## src/rtl/fp_pkg.sv

```systemverilog
// Shared constants for the pipelined floating-point adder/subtractor.
package fp_pkg;

   localparam int FLAG_OVF   = 0;
   localparam int FLAG_UNF   = 1;
   localparam int FP_ADD_LAT = 3;
   localparam int GRS_W      = 3;

   typedef logic [1:0] fp_flags_t;

endpackage

```

## src/rtl/fp_norm_lzc.sv

```systemverilog
// Leading-zero counter used by the normalisation stage; an all-zero input yields WIDTH.
module fp_norm_lzc #(
   parameter  int WIDTH = 9,
   localparam int CW    = $clog2(WIDTH + 1)
) (
   input  logic [WIDTH-1:0] din_i,
   output logic [CW-1:0]    cnt_o
);

   // Scanning upward lets the highest set bit make the final assignment.
   always_comb begin
      cnt_o = CW'(WIDTH);
      for (int i = 0; i < WIDTH; i++) begin
         if (din_i[i]) cnt_o = CW'(WIDTH - 1 - i);
      end
   end

endmodule

```

## src/rtl/fp_addsub_pipe.sv

```systemverilog
// Three-stage floating-point add/sub with valid/ready handshake and overflow/underflow flags.
// Define FP_ADDSUB_RNE_EN for round-to-nearest-even; otherwise results are truncated.
module fp_addsub_pipe
   import fp_pkg::*;
#(
   parameter  int EXP_W = 4,
   parameter  int MAN_W = 7,
   localparam int W     = 1 + EXP_W + MAN_W
) (
   input  logic         clk,
   input  logic         rst,
   input  logic         in_valid,
   output logic         in_ready,
   input  logic [W-1:0] in_x,
   input  logic [W-1:0] in_y,
   input  logic         in_sub,
   output logic         out_valid,
   input  logic         out_ready,
   output logic [W-1:0] out_result,
   output logic [1:0]   out_flags
);

   localparam int MW = MAN_W + 1;
   localparam int XW = MW + GRS_W;
   localparam int SW = XW + 1;
   localparam int LW = MAN_W + 2;
   localparam int CW = $clog2(LW + 1);
   localparam int EW = EXP_W + 2;
   localparam logic [EW-1:0] EMAX_E = EW'((2 ** EXP_W) - 1);

   logic adv;
   logic s1_valid_q, s2_valid_q, out_valid_q;

   assign adv       = !out_valid_q || out_ready;
   assign in_ready  = adv;
   assign out_valid = out_valid_q;

   // Stage 1: apply operation to Y's sign, order operands by magnitude.
   logic [W-1:0]     y_eff, p_w, q_w;
   logic             swap;
   logic             s1_sign_q, s1_sub_q;
   logic [EXP_W-1:0] s1_pe_q, s1_qe_q, s1_diff_q;
   logic [MAN_W-1:0] s1_pf_q, s1_qf_q;

   assign y_eff = {in_y[W-1] ^ in_sub, in_y[W-2:0]};
   assign swap  = in_y[W-2:0] > in_x[W-2:0];
   assign p_w   = swap ? y_eff : in_x;
   assign q_w   = swap ? in_x : y_eff;

   always_ff @(posedge clk or posedge rst) begin
      if (rst) begin
         s1_valid_q <= 1'b0;
         s1_sign_q  <= 1'b0;
         s1_sub_q   <= 1'b0;
         s1_pe_q    <= '0;
         s1_qe_q    <= '0;
         s1_diff_q  <= '0;
         s1_pf_q    <= '0;
         s1_qf_q    <= '0;
      end else if (adv) begin
         s1_valid_q <= in_valid;
         if (in_valid) begin
            s1_sign_q <= p_w[W-1];
            s1_sub_q  <= p_w[W-1] ^ q_w[W-1];
            s1_pe_q   <= p_w[W-2:MAN_W];
            s1_qe_q   <= q_w[W-2:MAN_W];
            s1_diff_q <= p_w[W-2:MAN_W] - q_w[W-2:MAN_W];
            s1_pf_q   <= p_w[MAN_W-1:0];
            s1_qf_q   <= q_w[MAN_W-1:0];
         end
      end
   end

   // Stage 2: align Q with sticky collection, then add or subtract.
   logic [XW-1:0]    p_ext, q_ext, q_al;
   logic             sticky;
   logic [SW-1:0]    sum_d, s2_sum_q;
   logic [EXP_W-1:0] s2_exp_q;
   logic             s2_sign_q;

   assign p_ext = (s1_pe_q == '0) ? '0 : {1'b1, s1_pf_q, {GRS_W{1'b0}}};
   assign q_ext = (s1_qe_q == '0) ? '0 : {1'b1, s1_qf_q, {GRS_W{1'b0}}};

   always_comb begin
      sticky = 1'b0;
      for (int i = 0; i < XW; i++) begin
         if (i < int'(s1_diff_q)) sticky = sticky | q_ext[i];
      end
      if (int'(s1_diff_q) >= XW) begin
         q_al = {{(XW-1){1'b0}}, |q_ext};
      end else begin
         q_al    = q_ext >> s1_diff_q;
         q_al[0] = q_al[0] | sticky;
      end
   end

   assign sum_d = s1_sub_q ? ({1'b0, p_ext} - {1'b0, q_al})
                           : ({1'b0, p_ext} + {1'b0, q_al});

   always_ff @(posedge clk or posedge rst) begin
      if (rst) begin
         s2_valid_q <= 1'b0;
         s2_sum_q   <= '0;
         s2_exp_q   <= '0;
         s2_sign_q  <= 1'b0;
      end else if (adv) begin
         s2_valid_q <= s1_valid_q;
         if (s1_valid_q) begin
            s2_sum_q  <= sum_d;
            s2_exp_q  <= s1_pe_q;
            s2_sign_q <= s1_sign_q;
         end
      end
   end

   // Stage 3: normalise, round, classify. The LZC window is mantissa plus guard:
   // deep cancellation only happens for diff<=1, where round/sticky are zero.
   logic [CW-1:0] lz;
   logic [XW-1:0] norm;
   logic [EW-1:0] exp_n, exp_r;
   logic [MW-1:0] mant, mant_f;
   logic [MW:0]   mant_r;
   logic          rnd_up, ovf, unf;
   logic [W-1:0]  res_d, out_result_q;
   fp_flags_t     flags_d, out_flags_q;

   fp_norm_lzc #(.WIDTH(LW)) u_lzc (
      .din_i (s2_sum_q[SW-2:GRS_W-1]),
      .cnt_o (lz)
   );

   always_comb begin
      if (s2_sum_q[SW-1]) begin
         norm    = s2_sum_q[SW-1:1];
         norm[0] = norm[0] | s2_sum_q[0];
         exp_n   = {2'b00, s2_exp_q} + EW'(1);
      end else begin
         norm  = s2_sum_q[XW-1:0] << lz;
         exp_n = {2'b00, s2_exp_q} - EW'(lz);
      end
   end

   assign mant = norm[XW-1:GRS_W];
`ifdef FP_ADDSUB_RNE_EN
   assign rnd_up = norm[GRS_W-1] & ((|norm[GRS_W-2:0]) | norm[GRS_W]);
`else
   assign rnd_up = 1'b0;
`endif
   assign mant_r = {1'b0, mant} + {{MW{1'b0}}, rnd_up};

   always_comb begin
      if (mant_r[MW]) begin
         mant_f = mant_r[MW:1];
         exp_r  = exp_n + EW'(1);
      end else begin
         mant_f = mant_r[MW-1:0];
         exp_r  = exp_n;
      end
   end

   assign ovf = !exp_r[EW-1] && (exp_r >= EMAX_E);
   assign unf = exp_r[EW-1] || (exp_r == '0);

   always_comb begin
      flags_d = '0;
      if (s2_sum_q == '0) begin
         res_d = '0;
      end else if (ovf) begin
         res_d             = {s2_sign_q, {EXP_W{1'b1}}, {MAN_W{1'b0}}};
         flags_d[FLAG_OVF] = 1'b1;
      end else if (unf) begin
         res_d             = {s2_sign_q, {EXP_W{1'b0}}, {MAN_W{1'b0}}};
         flags_d[FLAG_UNF] = 1'b1;
      end else begin
         res_d = {s2_sign_q, exp_r[EXP_W-1:0], mant_f[MAN_W-1:0]};
      end
   end

   logic unused_bits;
`ifdef FP_ADDSUB_RNE_EN
   assign unused_bits = mant_f[MAN_W];
`else
   assign unused_bits = ^{mant_f[MAN_W], norm[GRS_W-1:0]};
`endif

   always_ff @(posedge clk or posedge rst) begin
      if (rst) begin
         out_valid_q  <= 1'b0;
         out_result_q <= '0;
         out_flags_q  <= '0;
      end else if (adv) begin
         out_valid_q <= s2_valid_q;
         if (s2_valid_q) begin
            out_result_q <= res_d;
            out_flags_q  <= flags_d;
         end
      end
   end

   assign out_result = out_result_q;
   assign out_flags  = out_flags_q;

endmodule
```

## config.mk

```make
export PLATFORM = sky130hd
export DESIGN_NAME = fp_addsub_pipe
export DESIGN_NICKNAME = d
export VERILOG_FILES = /design/src/rtl/fp_pkg.sv /design/src/rtl/fp_norm_lzc.sv /design/src/rtl/fp_addsub_pipe.sv
export SDC_FILE = /design/constraint.sdc
export NUM_CORES = 1
export LEC_CHECK = 0
export CAP_MARGIN = 20
export CORE_MARGIN = 3
export CORE_UTILIZATION = 55
export DETAILED_ROUTE_END_ITERATION = 7
export GPL_TIMING_DRIVEN = 0
export PLACE_DENSITY = 0.83
export SKIP_LAST_GASP = 1
export SLEW_MARGIN = 10
export SYNTH_ARGS = -nofsm -noshare
export SYNTH_HDL_FRONTEND = slang
export SYNTH_SLANG_ARGS = --single-unit
```

## constraint.sdc

```tcl
create_clock -name clk -period 11.8 [get_ports clk]
set_clock_uncertainty 0.2 [all_clocks]
set_input_delay 2.36 -clock clk [delete_from_list [all_inputs] [get_ports clk]]
set_output_delay 2.36 -clock clk [all_outputs]
set_load 0.03 [all_outputs]
```

==> results.json <==
{
  "status": "complete, no violations",
  "fmax_ghz": 0.1524,
  "die_h_um": 99.27,
  "fin_crit_sh": 0.5559,
  "design.die.area_um2": 9855,
  "seq_area_um2": 1551,
  "synth.net_count": 610,
  "setup.worst_path.start_class": "input pin",
  "dp_hpwl_um": 9078,
  "final.setup.tns_ps": 0,
  "cts_made_buffers": 9,
  "postLayoutSetupSlackWorst_ps": 5240,
  "fillers": 688,
  "detail_route.wl_per_cell_um": 16.42,
  "power_per_cell_area_nw_per_um2": 286.4,
  "setup_viol": 0,
  "ios": 45,
  "netlist_area_um2": 4785,
  "gr-max-usage-layer": "met2",
  "cp-end-kind": "output port",
  "layout-drive-gt1-share": 0.07154,
  "vdd_ir_drop_max_uv": 97.43,
  "core_area_um2": 8341,
  "setup_slack_of_the_worst_register_to_register_path_ps": 7230,
  "route.detailed.vias_per_inst": 6.089,
  "timing.max_slew.rel_slack": 0.4421,
  "via_count_of_the_first_global_routing_pass": 4315,
  "syn_inst": 553,
  "fin_nets": 667,
  "initial_antenna_violation_count": 0,
  "synth_largest_area_cell": "sky130_fd_sc_hd__dfrtp_1",
  "path_common_cell": "sky130_fd_sc_hd__clkdlybuf4s50_1",
  "tightest_hold_check_type": "reg -> reg",
  "io_buffer_count": 44,
  "grt_util_all_layers": 0.2520,
  "synth_flop_cell": "sky130_fd_sc_hd__dfrtp_1",
  "residual_overflow_from_global_routing": 0,
  "critical_path_peak_fanout": 8,
  "grt.met1_usage": 0.3173,
  "final.min_clock_period_ps": 6560,
  "synth_sequential_area_ratio": 0.3243,
  "area_growth_pct": 17.21,
  "dp_slack_ps": 5285,
  "tightest_slew_ps": 829.1,
  "async_reset_ff_frac": 1.000,
  "yosys_warnings": 0,
  "cts_hold_buffers": 0,
  "timing.critical_path.arrival_ps": 4000,
  "die_x_um": 99.27,
  "area_of_the_multi_input_gates_um2": 2989,
  "groute.layer.met2.usage": 0.4318,
  "ys_top_cells_by_area": "sky130_fd_sc_hd__dfrtp_1 32%, sky130_fd_sc_hd__mux2i_1 7.7%, sky130_fd_sc_hd__ha_1 7.1%, sky130_fd_sc_hd__nand2_1 5.9%, sky130_fd_sc_hd__o21ai_0 5.6%",
  "cts_buffer_depth": 2,
  "numClockSinks": 62,
  "p_leak_uw": 0.002499,
  "cts_tree": "done",
  "cts-htree-levels": 3,
  "detail-route-antenna-nets": 0,
  "hold_viol": 0,
  "timing.critical_path.slowest_cell_delay_ps": 760,
  "clkSlewWorstSetupHoldPaths_ps": 80,
  "globalRouteMet3Util": 0.03226,
  "clk_latency_ps": 350,
  "synth.lib_cells_used.distinct": 63,
  "drtPass1Iterations": 5,
  "worst_ep_required_time_ps": 9240,
  "critical_path_class": "in -> out",
  "cpMaxStageDelayCell": "sky130_fd_sc_hd__clkdlybuf4s50_1",
  "synth_edf_count": 0,
  "antenna_cells": 0,
  "grt_start_max_net_pins": 36,
  "drc": 0,
  "rows": 33,
  "rsz0062_at_grt": "false",
  "ys_seq_elements": 62,
  "postSynthAreaPerCell_um2": 8.652,
  "wl_um": 11830,
  "cts_post_setup_buffers_inserted": 0,
  "routed-via-count": 4384,
  "path_cells": "clkdlybuf4s50_1, nand2b_1, clkbuf_1, clkdlybuf4s50_1",
  "initial_core_util": 0.5737,
  "gp_congestion": 0.9604,
  "first_pass_grt_wire_length_um": 20250,
  "drv.max_cap_violation_count": 0,
  "root_buffer": "sky130_fd_sc_hd__clkbuf_8",
  "detail_route.iter0.violations": 280,
  "cts-resized-gates": 0,
  "synthDominantCellAreaShare": 0.3243,
  "final_max_slew_viol_count": 0
}
[cells by family (layout without fill, tap and decap cells)]
| logic type | Yosys count | count (layout) | synth area share |
|---|---|---|---|
| compound gates | 149 | 149 | 0.2032 |
| xor+xnor | 22 | 22 | 0.04027 |
| fa+ha+maj | 29 | 29 | 0.07688 |
| buf+inv | 63 | 125 | 0.05099 |
| flops | 62 | 62 | 0.3243 |
| mux | 52 | 52 | 0.1308 |
| simple gates | 176 | 176 | 0.1736 |
[cells in the mapped netlist (2+ instances only)]
master and number:
sky130_fd_sc_hd__xnor2_1 7, sky130_fd_sc_hd__and3_1 7, sky130_fd_sc_hd__mux2_2 7, sky130_fd_sc_hd__or3b_2 2, sky130_fd_sc_hd__o21ai_0 54, sky130_fd_sc_hd__nor4_1 5, sky130_fd_sc_hd__o22ai_1 6, sky130_fd_sc_hd__nand2b_1 7
sky130_fd_sc_hd__nand2_1 75, sky130_fd_sc_hd__clkbuf_1 30, sky130_fd_sc_hd__mux4_2 6, sky130_fd_sc_hd__a211o_1 2, sky130_fd_sc_hd__dfrtp_1 62, sky130_fd_sc_hd__ha_1 27, sky130_fd_sc_hd__o211ai_1 3, sky130_fd_sc_hd__nor2_1 32
sky130_fd_sc_hd__nand4_1 5, sky130_fd_sc_hd__nor2b_1 10, sky130_fd_sc_hd__o22a_1 2, sky130_fd_sc_hd__nor3_1 5, sky130_fd_sc_hd__or3_1 3, sky130_fd_sc_hd__o21a_1 4, sky130_fd_sc_hd__o31ai_1 2, sky130_fd_sc_hd__inv_1 30
sky130_fd_sc_hd__and2_1 7, sky130_fd_sc_hd__xor2_1 15, sky130_fd_sc_hd__a32oi_1 4, sky130_fd_sc_hd__a21o_1 7, sky130_fd_sc_hd__a22o_1 5, sky130_fd_sc_hd__nand3b_1 2, sky130_fd_sc_hd__or4_1 3, sky130_fd_sc_hd__a221o_1 5
sky130_fd_sc_hd__a31oi_1 6, sky130_fd_sc_hd__nand3_1 10, sky130_fd_sc_hd__mux2i_1 37, sky130_fd_sc_hd__o21bai_1 3, sky130_fd_sc_hd__a211oi_1 3, sky130_fd_sc_hd__a21oi_1 28
[worst max-delay path, delay by kind of cell]
family / cells / cell delay, ps
AND/OR/NAND/NOR: 1 / 100
buffers and inverters: 3 / 1540
[cell type report]
class	count	share of cell area
plain buffers	32	0.02276
flip-flops and latches	62	0.2767
inverters	31	0.02075
clock buffers	9	0.02209
multi-input cells	428	0.5330
well taps	105	0.02343
repair buffers	46	0.08300
clock inverters	7	0.01830
[where the power goes]
part	internal (uW)	switching [uW]	total (uW)
Clock	122	94.5	216
Sequential	291	76.0	367
Combinational	443	580	1020
Total	856	750	1610
[cells in the final DEF (no fill, tap or decap), types with 9 or more instances in the layout]
| master | n |
|---|---|
| sky130_fd_sc_hd__clkbuf_1 | 30 |
| sky130_fd_sc_hd__clkdlybuf4s50_1 | 44 |
| sky130_fd_sc_hd__nand3_1 | 10 |
| sky130_fd_sc_hd__mux2i_1 | 37 |
| sky130_fd_sc_hd__xor2_1 | 15 |
| sky130_fd_sc_hd__nor2b_1 | 10 |
| sky130_fd_sc_hd__dfrtp_1 | 62 |
| sky130_fd_sc_hd__nor2_1 | 32 |
| sky130_fd_sc_hd__o21ai_0 | 54 |
| sky130_fd_sc_hd__nand2_1 | 75 |
| sky130_fd_sc_hd__clkbuf_8 | 9 |
| sky130_fd_sc_hd__ha_1 | 27 |
| sky130_fd_sc_hd__a21oi_1 | 28 |
| sky130_fd_sc_hd__inv_1 | 29 |
[path summary, 6_finish.rpt]
check                        startpoint           end  depth (start not counted)
max                           out_ready      in_ready                          4
min                        out_flags[0]  out_flags[0]                          1
max reg2reg                s1_diff_q[1]  s2_sum_q[10]                         16
min reg2reg                out_flags[0]  out_flags[0]                          1
max in group asynchronous           rst   s2_sum_q[2]                          3
min in group asynchronous           rst    s1_pe_q[3]                          2
[flip-flops by register name, indices dropped and copies added (netlist names), 2 cells and up]
signal / flops
s1_qf_q: 7
s1_diff_q: 4
s1_pf_q: 7
s2_sum_q: 12
s2_exp_q: 4
out_result: 12
s1_pe_q: 4
s1_qe_q: 4
out_flags: 2
[metrics by stage]
| stage | hold slack [ps] | util | instance area, um^2 | power, uW | cells |
|---|---|---|---|---|---|
| 2_1_floorplan | 236.5 | - | 4785 | 1131 | 553 |
| 3_3_place_gp | 256.8 | 0.6422 | 5356 | 1335 | 702 |
| 3_5_place_dp | 263.9 | 0.6452 | 5381 | 1368 | 704 |
| 4_1_cts | 284.3 | 0.6724 | 5608 | 1597 | 720 |
| 5_1_grt | 307.5 | 0.6724 | 5608 | 1744 | 720 |
| 6_report | 284.1 | 0.6724 | 5608 | 1606 | 720 |
[per-layer routing]
metal | wire, um | vias up
met4 | 327 | 0
li1 | - | 2115
met1 | 5075 | 2086
met3 | 541 | 31
met5 | 0 | -
met2 | 5881 | 152
(Power assumes the default switching activity.)
